===== src/rtl/frame_sequencer.sv =====
// frame_sequencer: APU frame counter. It generates quarter-frame and half-frame
// clock pulses for the pulse channels in 4-step or 5-step mode, and a frame
// interrupt flag.
//
// Optional feature macro: FRAME_SEQ_IRQ_EN
//   defined   -> frame IRQ flag with inhibit bit and acknowledge
//   undefined -> frame_irq tied to 0; irq_ack and reg_data[6] are ignored
//
// Ports:
//   apu_clk   in   APU cycle clock
//   rst       in   synchronous active-high reset
//   reg_wr    in   frame-counter register write strobe
//   reg_data  in   [7] mode (1 = 5-step), [6] IRQ inhibit
//   irq_ack   in   frame IRQ acknowledge (status read)
//   qtr_clk   out  one-cycle quarter-frame pulse
//   hlf_clk   out  one-cycle half-frame pulse
//   frame_irq out  frame interrupt flag (level)
module frame_sequencer #(
  parameter int unsigned STEP1 = 3728,
  parameter int unsigned STEP2 = 7456,
  parameter int unsigned STEP3 = 11185,
  parameter int unsigned STEP4 = 14914,
  parameter int unsigned STEP5 = 18640,
  parameter int unsigned CNT_W = 15
) (
  input  logic       apu_clk,
  input  logic       rst,
  input  logic       reg_wr,
  input  logic [7:0] reg_data,
  input  logic       irq_ack,
  output logic       qtr_clk,
  output logic       hlf_clk,
  output logic       frame_irq
);

  logic [CNT_W-1:0] cnt_q, cnt_d;
  logic             mode_q, mode_d;
  logic             qtr_q, qtr_d;
  logic             hlf_q, hlf_d;
  logic             at_s1, at_s2, at_s3, at_s4, at_s5;
  logic             at_last, frame_end, irq_evt;

  // Step decode on the current count
  always_comb begin
    at_s1     = (cnt_q == CNT_W'(STEP1));
    at_s2     = (cnt_q == CNT_W'(STEP2));
    at_s3     = (cnt_q == CNT_W'(STEP3));
    at_s4     = (cnt_q == CNT_W'(STEP4));
    at_s5     = (cnt_q == CNT_W'(STEP5));
    at_last   = mode_q ? at_s5 : at_s4;
    // Inequality keeps the counter bounded even if it were ever past the last step
    frame_end = mode_q ? (cnt_q >= CNT_W'(STEP5)) : (cnt_q >= CNT_W'(STEP4));
    irq_evt   = !mode_q && at_s4;
  end

  // Counter, mode and pulse next-state; a write restarts the frame and masks the step
  always_comb begin
    cnt_d  = frame_end ? '0 : cnt_q + CNT_W'(1);
    mode_d = mode_q;
    qtr_d  = at_s1 | at_s2 | at_s3 | at_last;
    hlf_d  = at_s2 | at_last;
    if (reg_wr) begin
      cnt_d  = '0;
      mode_d = reg_data[7];
      qtr_d  = reg_data[7];
      hlf_d  = reg_data[7];
    end
  end

  always_ff @(posedge apu_clk) begin
    if (rst) begin
      cnt_q  <= '0;
      mode_q <= 1'b0;
      qtr_q  <= 1'b0;
      hlf_q  <= 1'b0;
    end else begin
      cnt_q  <= cnt_d;
      mode_q <= mode_d;
      qtr_q  <= qtr_d;
      hlf_q  <= hlf_d;
    end
  end

  assign qtr_clk = qtr_q;
  assign hlf_clk = hlf_q;

`ifdef FRAME_SEQ_IRQ_EN
  logic inh_q, inh_d;
  logic irq_q, irq_d;
  logic unused_c;

  // IRQ flag: set beats acknowledge; a write suppresses the step's set
  always_comb begin
    inh_d = inh_q;
    irq_d = irq_q;
    if (reg_wr) begin
      inh_d = reg_data[6];
      if (reg_data[6] || irq_ack) irq_d = 1'b0;
    end else if (irq_evt && !inh_q) begin
      irq_d = 1'b1;
    end else if (irq_ack) begin
      irq_d = 1'b0;
    end
  end

  always_ff @(posedge apu_clk) begin
    if (rst) begin
      inh_q <= 1'b0;
      irq_q <= 1'b0;
    end else begin
      inh_q <= inh_d;
      irq_q <= irq_d;
    end
  end

  assign frame_irq = irq_q;
  assign unused_c  = ^reg_data[5:0];
`else
  logic unused_c;

  assign frame_irq = 1'b0;
  assign unused_c  = ^{irq_evt, irq_ack, reg_data[6:0]};
`endif

endmodule


===== config.mk =====
export PLATFORM = sky130hd
export DESIGN_NAME = frame_sequencer
export DESIGN_NICKNAME = d
export VERILOG_FILES = /design/src/rtl/frame_sequencer.sv
export SDC_FILE = /design/constraint.sdc
export NUM_CORES = 1
export LEC_CHECK = 0
export ABC_AREA = 1
export CORE_UTILIZATION = 50
export CTS_CLUSTER_SIZE = 14
export DETAILED_ROUTE_END_ITERATION = 8
export PLACE_DENSITY = 0.73
export SLEW_MARGIN = 20
export SYNTH_ARGS = -nofsm -noshare
export SYNTH_HDL_FRONTEND = slang
export SYNTH_SLANG_ARGS = --single-unit
export TNS_END_PERCENT = 20

===== constraint.sdc =====
create_clock -name apu_clk -period 1.4 [get_ports apu_clk]
set_input_delay 0.28 -clock apu_clk [delete_from_list [all_inputs] [get_ports apu_clk]]
set_output_delay 0.28 -clock apu_clk [all_outputs]
set_load 0.02 [all_outputs]

==> flow_metrics.py, run 1 <==
metrics = {
    "job": {
        "drv_cap": 0,
    },
    "clock_tree": {
        "clk_pin_slew_ps": 100,
        "cts.sinks": 18,
        "clock-root-buffer": "clkbuf_4",
        "clk_path_buf_depth": 2,
        "clock_latency_ps": 290,
        "cts_max_level": 1,
        "cts_tree": "done",
        "hold_buffers": 0,
        "cts_made_buffers": 3,
    },
    "cells_and_area": {
        "fin_cells": 222,
        "final_area_mm2": 0.001404,
        "syn_to_final_growth_pct": 23.57,
        "n_antenna_cell": 0,
        "fin_nets": 211,
        "drive_above_1_share_pct": 26.67,
        "fillers": 189,
    },
    "synthesis": {
        "synth_most_common_cell": "nor2_1",
        "muxShareOfSynthArea_pct": 0,
        "yosys-top-cells-area": "dfxtp_1 32%, nor2_1 13%, nand2_1 9.9%",
        "yosysTopAreaCell": "dfxtp_1",
        "synth-compound-area-share_pct": 2.313,
        "synth_ff_type": "dfxtp_1",
        "synthXorXnorAreaFrac_pct": 8.480,
        "synth_edf_count": 0,
        "syn-cell-area_mm2": 0.001136,
        "avgSynthCellArea_um2": 6.492,
        "yosys.area.top_type_share_pct": 31.72,
        "synth_nets": 190,
        "yosysUniqueCellTypes": 25,
        "synth_fa_ha_area_share_pct": 3.304,
        "seq_area_frac_synth_pct": 31.72,
        "syn_inst": 175,
        "async_reset_ff_share_pct": 0,
        "synth_top_family_by_area": "simple AND/OR/NAND/NOR gates",
        "synthSimpleGateAreaFrac_pct": 41.30,
        "ys_ff_latch": 18,
        "ys_warn_count": 0,
        "ys_top_cells_by_count": "39 x nor2_1, 30 x nand2_1, 24 x inv_1, 19 x nand3_1, 18 x dfxtp_1",
    },
    "drt": {
        "wl_met2_um": 1348,
        "first_pass_iters": 4,
        "vias": 1148,
        "drcViolationCount": 0,
        "detail-route-antenna-nets": 0,
        "wl_per_cell_um": 12.12,
        "wirelength_um": 2690,
        "met1_length_um": 1133,
        "routed_via_density": 5.171,
        "routed.top_layer": "met4",
        "met3_length_um": 177,
        "drtIter0Drc": 55,
    },
    "place": {
        "dp_cells": 217,
        "dp_hpwl_um": 1995,
        "place.gp.congestion": 0.9311,
        "dpl_cell_area_mm2": 0.001292,
        "io_buffers": 5,
    },
    "die": {
        "start_util_pct": 55.64,
        "dieArea_mm2": 0.002467,
        "rows": 16,
        "coreArea_mm2": 0.002042,
        "ioPinCount": 15,
        "fp.dieH_um": 49.67,
        "die_x_um": 49.67,
    },
    "critical_path": {
        "crit-reg2reg-launch": "cnt_q[1]$_SDFF_PP0_",
        "r2r_end": "cnt_q[11]$_SDFF_PP0_",
        "worstSetupPathType": "in2reg",
        "cp.required_ps": 1630,
        "arrival_ps": 1570,
        "start_kind": "input pin",
        "crit_fanout": 8,
        "cp-end-kind": "flip-flop",
        "worst-r2r-cell-count": 7,
        "timing.reg2reg.setup_slack_ps": 110,
    },
    "timing": {
        "setup_tns_ps": 0,
        "setup-violations-final": 0,
        "hold_violations": 0,
        "fin_crit_ps": 1342,
        "finalCritPeriodShare_pct": 95.87,
        "finClkSkew_ps": 6.041,
        "hold_ws_ps": 455.4,
        "max_freq_mhz": 745.1,
        "maxSlewViolCount": 0,
    },
    "global_routing": {
        "grt_pass1_vias": 992,
        "antenna_found_initial": 0,
        "grt_pass1_wl_um": 4450,
        "grt-ovfl-total": 0,
        "track_usage_pct": 23.79,
        "grt_max_degree": 11,
    },
    "outcome": {
        "status": "finished, final reports clean",
    },
    "pwr": {
        "power_density_mw_per_mm2": 646.0,
        "vdd_drop_max_v": 0.0005491,
        "fin_total_pwr_w": 0.0009069,
        "leakage_nw": 0.5666,
    },
    "worst_hold_path": {
        "hold_end": "cnt_q[0]$_SDFF_PP0_",
        "min_from": "cnt_q[0]$_SDFF_PP0_",
        "min_path_cells": 1,
        "hp-class": "reg2reg",
    },
}
logic make-up after synthesis:
group,after synthesis
DFF,18
and+or+nand+nor,106
xor gates and xnor gates,11
adders and majority gates,3
other,1
buffers and inverters,31
AOI/OAI and AO/OA,5
registers in the layout (all words and copies together), names as in the netlist:
signal / flops
cnt_q: 15
qtr_clk: 1
hlf_clk: 1
mode_q: 1
per-stage QoR:
step | utilization (%) | setup WS [ps]
after detailed placement | 63.30 | -386.6
after floorplan | - | 110.9
after global placement | 63.30 | -292.2
after global routing | 68.75 | -0.6790
final | 68.75 | 57.81
after CTS | 66.30 | -2.113
worst max-delay path, stage by stage:
cell and delay, ps:
clkdlybuf4s50_1 430, or2_4 270, a21oi_2 120, nand2_2 70
nor2_4 170, nand2_4 120, nor2_1 110
layout by cell type (no fill, tap or decap), types with 3 or more instances in the layout:
cell type / synthesis / routed
xnor2_1: 3 / 3
clkbuf_4: 0 / 3
nand2_1: 30 / 28
inv_1: 24 / 23
nand2_2: 3 / 4
dfxtp_1: 18 / 10
nor2_2: 4 / 10
ha_1: 3 / 3
nand3_1: 19 / 19
clkdlybuf4s50_1: 0 / 3
buf_4: 1 / 15
nand4_1: 4 / 4
dfxtp_2: 0 / 7
xor2_1: 8 / 8
nor3_1: 3 / 3
nor2_1: 39 / 30
nor2_4: 0 / 3
how the worst max path moves through the flow:
stage                                   start  slack (ps)                   end  cells after the start
after global placement                 reg_wr        -290  cnt_q[10]$_SDFF_PP0_                      7
after floorplan           cnt_q[0]$_SDFF_PP0_         110  cnt_q[10]$_SDFF_PP0_                      9
after CTS                              reg_wr          -2   cnt_q[5]$_SDFF_PP0_                      7
after detailed placement               reg_wr        -390   cnt_q[5]$_SDFF_PP0_                      7
after global routing                   reg_wr        -0.7  cnt_q[11]$_SDFF_PP0_                      7
final                                  reg_wr          60   cnt_q[6]$_SDFF_PP0_                      7
power by group:
group	internal (W)	switching, W	total, W
sequential	0.000518	0.00000594	0.000524
clock	0.000158	0.000155	0.000314
combinational	0.0000294	0.0000401	0.0000695
layer usage:
| metal | track usage, % | up-vias |
|---|---|---|
| li1 | - | 577 |
| met1 | 32.96 | 521 |
| met2 | 37.16 | 46 |
| met3 | 3.086 | 4 |
| met4 | 9.048 | 0 |
| met5 | 0 | - |
cell type report:
cell class,count,area [µm²],share of cell area [%]
sequential,18,372.9,26.56
timing repair buffer,20,160.2,11.41
inverter,26,102.6,7.308
tap,27,33.78,2.406
multi-input combinational,127,698.2,49.73
clock buffer,4,36.28,2.585
what timing repair did:
item | in CTS | in global routing
setup buffers | 0 | 0
setup endpoints to repair | 17 | 17
gates resized for setup | 8 | 22
pin swaps | 1 | 4
cloned | 1 | 0
hold endpoints to repair | 0 | 0
No activity file was read; power rests on OpenSTA's default activity.
==> run 2, diff against run 1 <==
--- a/config.mk
+++ b/config.mk
@@ -6,6 +6,7 @@
 export NUM_CORES = 1
 export LEC_CHECK = 0
 export ABC_AREA = 1
+export CORE_MARGIN = 8
 export CORE_UTILIZATION = 50
 export CTS_CLUSTER_SIZE = 14
 export DETAILED_ROUTE_END_ITERATION = 8
==> run 2 against run 1 <==
  * Hold slack worse by 150 ps
  * Worst setup slack worse by 54 ps
  * Final cell count unchanged
  * Utilization down 4.5 points
  * Critical path depth unchanged
  * Clock power down 15%
  * Combinational power down 0.9%
  * Critical path type is now reg2reg
  * Largest cell class unchanged
==> flow_metrics.py, run 2 (synthesis gave the netlist of run 1 again) <==
metrics = {
    "job": {
        "drv_cap": 0,
    },
    "cells_and_area": {
        "fin_cells": 222,
        "syn_to_final_growth_pct": 23.90,
        "largest_reg_flops": 15,
        "fin_nets": 211,
        "layout_commonest_cell": "nand2_1",
        "final_cell_mix": "27 x nand2_1, 26 x nor2_1, 24 x inv_1, 19 x nand3_1, 15 x buf_4",
        "n_antenna_cell": 0,
        "fillers": 194,
        "drive_above_1_share_pct": 27.32,
        "top_register": "cnt_q",
    },
    "pwr": {
        "power_density_mw_per_mm2": 611.0,
        "p_int_w": 0.0006450,
        "power.share.sequential_pct": 60.9,
        "switching_share_pct": 25.01,
        "p_comb_share_pct": 8.0,
        "vdd_drop_max_v": 0.0004748,
        "switching_power_w": 0.0002151,
        "leakage_nw": 0.5775,
        "pwr-share-clk_pct": 31.0,
    },
    "clock_tree": {
        "cts.sinks": 18,
        "clk_path_buf_depth": 2,
        "cts_max_level": 1,
        "clock-root-buffer": "clkbuf_4",
        "cts_tree": "done",
        "clock_latency_ps": 300,
        "clk_pin_slew_ps": 100,
        "cts_made_buffers": 3,
        "hold_buffers": 0,
    },
    "timing": {
        "hold_violations": 0,
        "max_freq_mhz": 716.2,
        "maxSlewViolCount": 0,
        "setup-violations-final": 0,
        "fin_crit_ps": 1396,
        "rsz0062_at_grt": "true",
        "finalCritPeriodShare_pct": 99.73,
        "finClkSkew_ps": 2.504,
        "setup_tns_ps": 0,
    },
    "critical_path": {
        "worst-r2r-cell-count": 7,
        "cp_top_family": "simple AND/OR/NAND/NOR gates",
        "timing.reg2reg.setup_slack_ps": 4,
        "worstSetupPathType": "reg2reg",
        "crit-reg2reg-launch": "cnt_q[12]$_SDFF_PP0_",
        "cp-end-kind": "flip-flop",
        "arrival_ps": 1640,
        "crit_fanout": 8,
        "start_kind": "flip-flop",
        "max_stage_delay_ps": 340,
        "slowest_stage": "dfxtp_1",
        "crit_buf_inv": 1,
        "cp.required_ps": 1640,
        "r2r_end": "cnt_q[13]$_SDFF_PP0_",
        "cp_cell_sequence": "inv_1, nand3_1, a21oi_2, nand2_2, nor2_4, nand2_4, nor2_2",
    },
    "outcome": {
        "status": "finished, final reports clean",
    },
    "worst_hold_path": {
        "hold_end": "hlf_clk$_SDFF_PP0_",
        "min_from": "reg_wr",
        "min_path_cells": 3,
        "hp-class": "in2reg",
    },
    "drt": {
        "vias": 1188,
        "drcViolationCount": 0,
        "detail-route-antenna-nets": 0,
        "first_pass_iters": 5,
        "drtIter0Drc": 67,
        "wirelength_um": 2905,
        "routed_via_density": 5.351,
        "wl_per_cell_um": 13.09,
    },
    "place": {
        "place.gp.congestion": 0.9539,
        "io_buffers": 5,
        "dp_cells": 218,
        "dp_hpwl_um": 2088,
    },
    "die": {
        "ioPinCount": 15,
        "die_x_um": 63.67,
        "fp.dieH_um": 63.67,
        "start_util_pct": 51.86,
        "dieArea_mm2": 0.004053,
        "coreArea_mm2": 0.002191,
        "rows": 17,
    },
    "global_routing": {
        "antenna_found_initial": 0,
        "grt_max_degree": 16,
        "grt_pass1_vias": 1088,
        "track_usage_pct": 14.09,
        "grt_pass1_wl_um": 4650,
        "grt-ovfl-total": 0,
    },
}
## run 2: changes by cell type in the layout (fill, tap and decap cells not counted), moves of 2 or more
cell / change
nor2_2: +4
dlymetal6s2s_1: +2
dfxtp_2: -3
clkdlybuf4s50_1: -2
dfxtp_1: +3
nor2_1: -4
## run 2: worst reg2reg max path, cell delays in order, from the launching register on
cell	delay, ps
dfxtp_1	340
inv_1	120
nand3_1	150
a21oi_2	170
nand2_2	90
nor2_4	190
nand2_4	150
nor2_2	130
## run 2: final cells by class
type                            instances  area, µm²  share of cell area [%]
Timing Repair Buffer                   20      165.2                   11.73
Tap cell                               28      35.03                   2.489
Multi-Input combinational cell        127      713.2                   50.67
Inverter                               26      102.6                   7.289
Clock buffer                            3      22.52                   1.600
Sequential cell                        18      369.1                   26.22
## run 2: per-stage QoR
step	area [µm²]	total power (W)	hold WS (ps)	worst slack (ps)	utilization [%]
after detailed placement	1294	0.0005948	489.6	-381.9	59.05
final	1408	0.0008601	304.5	3.807	64.25
after CTS	1323	0.0008548	470.6	21.68	60.37
after floorplan	1136	0.0005748	462.2	110.9	-
after global routing	1408	0.0008995	332.9	-64.90	64.25
after global placement	1294	0.0005935	492.5	-306.6	59.05
## run 2: layer usage
layer / part of all wire [%] / global-route usage [%] / vias up
met1: 41 / 16.48 / 538
met3: 5.8 / 3.180 / 17
met4: 3.9 / 7.521 / 0
met2: 49 / 23.19 / 50
li1: - / - / 583
met5: 0 / 0 / -
## run 2: worst max path at each step
| stage | depth (start not counted) | slack [ps] | start | endpoint |
|---|---|---|---|---|
| 2_1_floorplan | 9 | 110 | cnt_q[0]$_SDFF_PP0_ | cnt_q[10]$_SDFF_PP0_ |
| 3_3_place_gp | 7 | -310 | reg_wr | cnt_q[2]$_SDFF_PP0_ |
| 3_5_place_dp | 7 | -380 | reg_wr | cnt_q[13]$_SDFF_PP0_ |
| 4_1_cts | 7 | 20 | reg_wr | cnt_q[13]$_SDFF_PP0_ |
| 5_1_grt | 7 | -60 | cnt_q[12]$_SDFF_PP0_ | cnt_q[13]$_SDFF_PP0_ |
| 6_report | 7 | 4 | cnt_q[12]$_SDFF_PP0_ | cnt_q[13]$_SDFF_PP0_ |
## run 2: power groups by stage
stage                     registers (W)  clock network [W]   logic, W
after CTS                      0.000525           0.000271  0.0000589
after global routing           0.000525           0.000299  0.0000754
after global placement         0.000536                  0  0.0000574
after floorplan                0.000538                  0  0.0000364
after detailed placement       0.000536                  0  0.0000583
final                          0.000524           0.000267  0.0000689
## run 2: what timing repair did
action	4_1_cts	5_1_grt
pin swaps	0	6
setup endpoints to repair	17	17
setup buffers	0	0
gates resized for setup	5	29
gates cloned	0	1
